--- src/rtl/div_pkg.sv ---
// Shared types and constants for the iterative divider.
// Holds the FSM state enum and the default operand width.
package div_pkg;

    localparam int DEFAULT_WIDTH = 16;

    typedef enum logic [1:0] {
        IDLE = 2'd0,
        RUN  = 2'd1,
        DONE = 2'd2
    } state_t;

endpackage

--- src/rtl/div_sub_stage.sv ---
// Trial subtract of one restoring-division step.
// Ports: rem_i (shifted partial remainder, WIDTH+1 bits), dvs_i (divisor),
//        diff_o (rem_i - dvs_i, valid when nonneg_o), nonneg_o (rem_i >= dvs_i).
module div_sub_stage
    import div_pkg::*;
#(
    parameter int WIDTH = DEFAULT_WIDTH
) (
    input  logic [WIDTH:0]   rem_i,
    input  logic [WIDTH-1:0] dvs_i,
    output logic [WIDTH-1:0] diff_o,
    output logic             nonneg_o
);

    assign nonneg_o = (rem_i >= {1'b0, dvs_i});

    // A kept difference is always below the divisor, so the low
    // WIDTH bits carry the whole result.
    assign diff_o = rem_i[WIDTH-1:0] - dvs_i;

endmodule

--- src/rtl/div_iter_16bit.sv ---
// Iterative restoring divider, one quotient bit per cycle, MSB first.
// Ports: clk, rst (sync, active-high), start, dividend, divisor ->
//        busy, done (1-cycle pulse), quotient, remainder, div_by_zero.
// Macro DIV_ZERO_FAST_EN: zero divisor finishes one cycle after start.
module div_iter_16bit
    import div_pkg::*;
#(
    parameter int WIDTH = DEFAULT_WIDTH
) (
    input  logic             clk,
    input  logic             rst,
    input  logic             start,
    input  logic [WIDTH-1:0] dividend,
    input  logic [WIDTH-1:0] divisor,
    output logic             busy,
    output logic             done,
    output logic [WIDTH-1:0] quotient,
    output logic [WIDTH-1:0] remainder,
    output logic             div_by_zero
);

    localparam int CW = (WIDTH > 1) ? $clog2(WIDTH) : 1;
    localparam logic [CW-1:0] CNT_TOP = CW'(WIDTH - 1);

    state_t           state_q;
    logic [CW-1:0]    cnt_q;
    logic [WIDTH-1:0] rem_q;
    logic [WIDTH-1:0] dvd_q;
    logic [WIDTH-1:0] dvs_q;
    logic             busy_q;
    logic             done_q;
    logic             dbz_q;
    logic [WIDTH-1:0] quo_q;
    logic [WIDTH-1:0] rmd_q;

    logic [WIDTH:0]   shift_d;
    logic [WIDTH-1:0] diff;
    logic             nonneg;
    logic [WIDTH-1:0] rem_d;
    logic [WIDTH-1:0] dvd_d;

    // dvd_q shifts out dividend bits at the top while quotient
    // bits enter at the bottom; after WIDTH steps it is the quotient.
    assign shift_d = {rem_q, dvd_q[WIDTH-1]};

    div_sub_stage #(
        .WIDTH(WIDTH)
    ) u_sub (
        .rem_i   (shift_d),
        .dvs_i   (dvs_q),
        .diff_o  (diff),
        .nonneg_o(nonneg)
    );

    assign rem_d = nonneg ? diff : shift_d[WIDTH-1:0];
    assign dvd_d = {dvd_q[WIDTH-2:0], nonneg};

    always_ff @(posedge clk) begin
        if (rst) begin
            state_q <= IDLE;
            cnt_q   <= '0;
            rem_q   <= '0;
            dvd_q   <= '0;
            dvs_q   <= '0;
            busy_q  <= 1'b0;
            done_q  <= 1'b0;
            dbz_q   <= 1'b0;
            quo_q   <= '0;
            rmd_q   <= '0;
        end else begin
            done_q <= 1'b0;
            unique case (state_q)
                IDLE, DONE: begin
                    if (start) begin
                        dvd_q <= dividend;
                        dvs_q <= divisor;
                        rem_q <= '0;
                        cnt_q <= CNT_TOP;
`ifdef DIV_ZERO_FAST_EN
                        if (divisor == '0) begin
                            state_q <= DONE;
                            busy_q  <= 1'b0;
                            done_q  <= 1'b1;
                            quo_q   <= '1;
                            rmd_q   <= dividend;
                            dbz_q   <= 1'b1;
                        end else begin
                            state_q <= RUN;
                            busy_q  <= 1'b1;
                        end
`else
                        state_q <= RUN;
                        busy_q  <= 1'b1;
`endif
                    end else begin
                        state_q <= IDLE;
                    end
                end
                RUN: begin
                    rem_q <= rem_d;
                    dvd_q <= dvd_d;
                    cnt_q <= cnt_q - CW'(1);
                    if (cnt_q == '0) begin
                        state_q <= DONE;
                        busy_q  <= 1'b0;
                        done_q  <= 1'b1;
                        quo_q   <= dvd_d;
                        rmd_q   <= rem_d;
                        dbz_q   <= (dvs_q == '0);
                    end
                end
                default: begin
                    state_q <= IDLE;
                    busy_q  <= 1'b0;
                end
            endcase
        end
    end

    assign busy        = busy_q;
    assign done        = done_q;
    assign quotient    = quo_q;
    assign remainder   = rmd_q;
    assign div_by_zero = dbz_q;

endmodule

--- config.mk ---
export PLATFORM = sky130hd
export DESIGN_NAME = div_iter_16bit
export DESIGN_NICKNAME = d
export VERILOG_FILES = /design/src/rtl/div_pkg.sv /design/src/rtl/div_sub_stage.sv /design/src/rtl/div_iter_16bit.sv
export SDC_FILE = /design/constraint.sdc
export NUM_CORES = 1
export LEC_CHECK = 0
export ABC_CLOCK_PERIOD_IN_PS = 4900
export CORE_ASPECT_RATIO = 0.9
export CORE_MARGIN = 1
export CORE_UTILIZATION = 60
export CTS_BUF_LIST = sky130_fd_sc_hd__clkbuf_4 sky130_fd_sc_hd__clkbuf_8
export DETAILED_ROUTE_END_ITERATION = 8
export PLACE_DENSITY = 0.95
export REMOVE_ABC_BUFFERS = 1
export SLEW_MARGIN = 20
export SYNTH_ARGS = -nofsm -noshare
export SYNTH_HDL_FRONTEND = slang
export SYNTH_SLANG_ARGS = --single-unit
--- constraint.sdc ---
create_clock -name clk -period 4.9 [get_ports clk]
set_input_delay 0.98 -clock clk [delete_from_list [all_inputs] [get_ports clk]]
set_output_delay 0.98 -clock clk [all_outputs]
set_load 0.02 [all_outputs]
==> run metrics <==
Worst-path clk slew 0.09 ns; Max Clk Rate 0.329 GHz; Design Area, Final 5170 um^2; Setup CP Type reg2reg; most frequent cells in the layout nand2_1 (107), dfxtp_1 (89), clkdlybuf4s50_1 (68), a21oi_1 (62), nor2_1 (35); Avg WL per Cell between 15 and 20 um; register bit total from synthesis 89; nets 630; register area share after synthesis 41.0%; worst setup path endpoint remainder[14]; Worst Setup Start Kind flip-flop; Die X-Extent 91.7 um; setup ws final 1.86 ns; share of layout cells above drive strength 1 6.71%; post-synthesis cell type count 59; total track usage 27.6%; final wirelength between 10,000 and 15,000 um; hold crit path type reg2reg; Synth Instances approximately 530; Clock Skew 0.0110 ns; worst-path fanout max 4; Hold Vio Cnt, Final 0; TritonCTS buffer count 9; P_leak 0.00190 uW; worst r2r src dvd_q[15]; die height between 80 and 90 um; wire length of the first global-routing pass 16,500 um; WP data required 5.18 ns; crit path from dvd_q[15]; CP Capture Type flip-flop; Mapped Area roughly 4300 um^2; worst reg2reg endpoint remainder[14]; TritonCTS clock tree yes; Starting Density 61.8%; # setup viols final 0; R2R setup slack 1.86 ns; status complete, no violations; Synth async-reset ratio 0%; Root Buffer clkbuf_8; die area 7590 um^2; initial antenna violation count 0; most common cell after layout, fill and taps aside nand2_1; post-CTS repair timing setup buffer count 0; setup TNS 0 ns; VDD IR max 397 uV; diode count 0; MaxCap Viol Count 0; worst slew pin tran 1.07 ns; Crit path arrival time 3.32 ns; Area growth, synth to finish 18.9%; vias in the first global route between 3,000 and 4,000; fin util 73.4%; ANT nets after route 0; RSZ-0062 raised after global routing no; synth top area cells dfxtp_1 (41%), nand2_1 (9.3%), a21oi_1 (7.1%); WHS between 0.4 and 0.5 ns; fin crit share between 60% and 70%; Post-synth EDFFs 0; synth warn 0; synthesized area per cell 8.25 um^2; drt first pass iters 6; Via density 5.94; pre-CTS setup slack between 1.5 and 2 ns; fill count about 530; Max transition margin around 28%; total gr overflow 0; Placed Area 4970 um^2; Port-buffer cells ~70; vias 4,006; worst-case reg-to-reg path depth 11; post-layout minimum cycle time 3.04 ns; initial DRC count around 330; RD Place Congestion 0.961; clock sinks 89; hpwl dp 7090 um; hold buffers post-CTS 0; worst skew pair latency 0.37 ns; top_reg_cell synth dfxtp_1; DRC 0; core area between 7000 and 8000 um^2; Max Root-Sink Buffers 2; top cell type's share of synthesized area 41.0%; # resized after CTS 0; Placement Rows 29; H-tree lvl count 3; pwr dens around 560 nW/um^2; largest net degree at the start of global routing 62; fin. max-slew vios 0; Synth area leader dfxtp_1; IO Count 70
## logic make-up after synthesis
kind of cell             share of synthesized area, %
AND/OR/NAND/NOR                                  18.1
AO/OA/AOI/OAI                                    22.9
flip-flops                                       41.0
buffers and inverters                            7.22
adder cells (fa/ha/maj)                          5.35
multiplexers                                     3.60
XOR/XNOR                                         1.81
## final cells by class
| class | count | area, um^2 | share of cell area (%) |
|---|---|---|---|
| sequential | 89 | 1780 | 34.5 |
| multi-input combinational | 378 | 2270 | 43.9 |
| inverter | 26 | 97.6 | 1.89 |
| clock inverter | 6 | 67.6 | 1.31 |
| tap | 93 | 116 | 2.25 |
| timing repair buffer | 73 | 716 | 13.8 |
| clock buffer | 9 | 124 | 2.40 |
## worst min-delay path by stage
stage	startpoint	to	cells past startpoint
final	remainder[9]	remainder[9]	2
after global routing	remainder[14]	remainder[14]	2
after CTS	quotient[4]	quotient[4]	2
after detailed placement	remainder[14]	remainder[14]	2
after global placement	remainder[14]	remainder[14]	2
after floorplan	dvd_q[15]	dvd_q[15]	2
## sequential cells by signal, summed over array words and instances (netlist names)
| name | count |
|---|---|
| dvs_q | 16 |
| dvd_q | 16 |
| div_by_zero | 1 |
| rem_q | 16 |
| state_q | 2 |
| done | 1 |
| cnt_q | 4 |
| remainder | 16 |
| busy | 1 |
| quotient | 16 |
## critical path, stage by stage (launching register included)
cell and delay, ns:
dfxtp_1 0.32, inv_1 0.12, ha_1 0.19, inv_1 0.06, fa_1 0.41, a21o_1 0.22, a221oi_2 0.40, a211oi_1 0.20
a2111oi_0 0.54, a2bb2oi_1 0.21, mux2i_1 0.11, o31ai_1 0.18
## report_power, final
| part | leakage [uW] | switching, uW | internal (uW) |
|---|---|---|---|
| combinational | 0.00109 | 858 | 673 |
| sequential | 0.000726 | 66.0 | 803 |
| clock | 0.0000921 | 266 | 235 |
| total | 0.00190 | 1190 | 1710 |
## per-layer routing
layer	global-route usage, %	up-vias	share of wire, %
met4	10.9	0	1.7
met1	34.9	1858	44
met2	45.6	170	47
met5	0	-	0
met3	7.14	24	6.8
li1	-	1954	-
## through the flow
step                      cells  power (uW)
after global placement      659        2330
after floorplan             493        2040
after CTS                   674        2870
final                       674        2900
after global routing        674        3070
after detailed placement    659        2370
## cell usage after synthesis, types with 6 or more instances
cell      instances
o21ai_0          21
nand3_1           9
a22oi_1          16
clkbuf_1         19
nand2_1         108
mux2i_1          13
ha_1             17
a21oi_1          62
dfxtp_1          89
nor4_1            6
a211oi_1         15
nor2_1           37
inv_1            26
xnor2_1           7
nand4_1           6
Note: power is estimated with default switching activity, not from simulation.
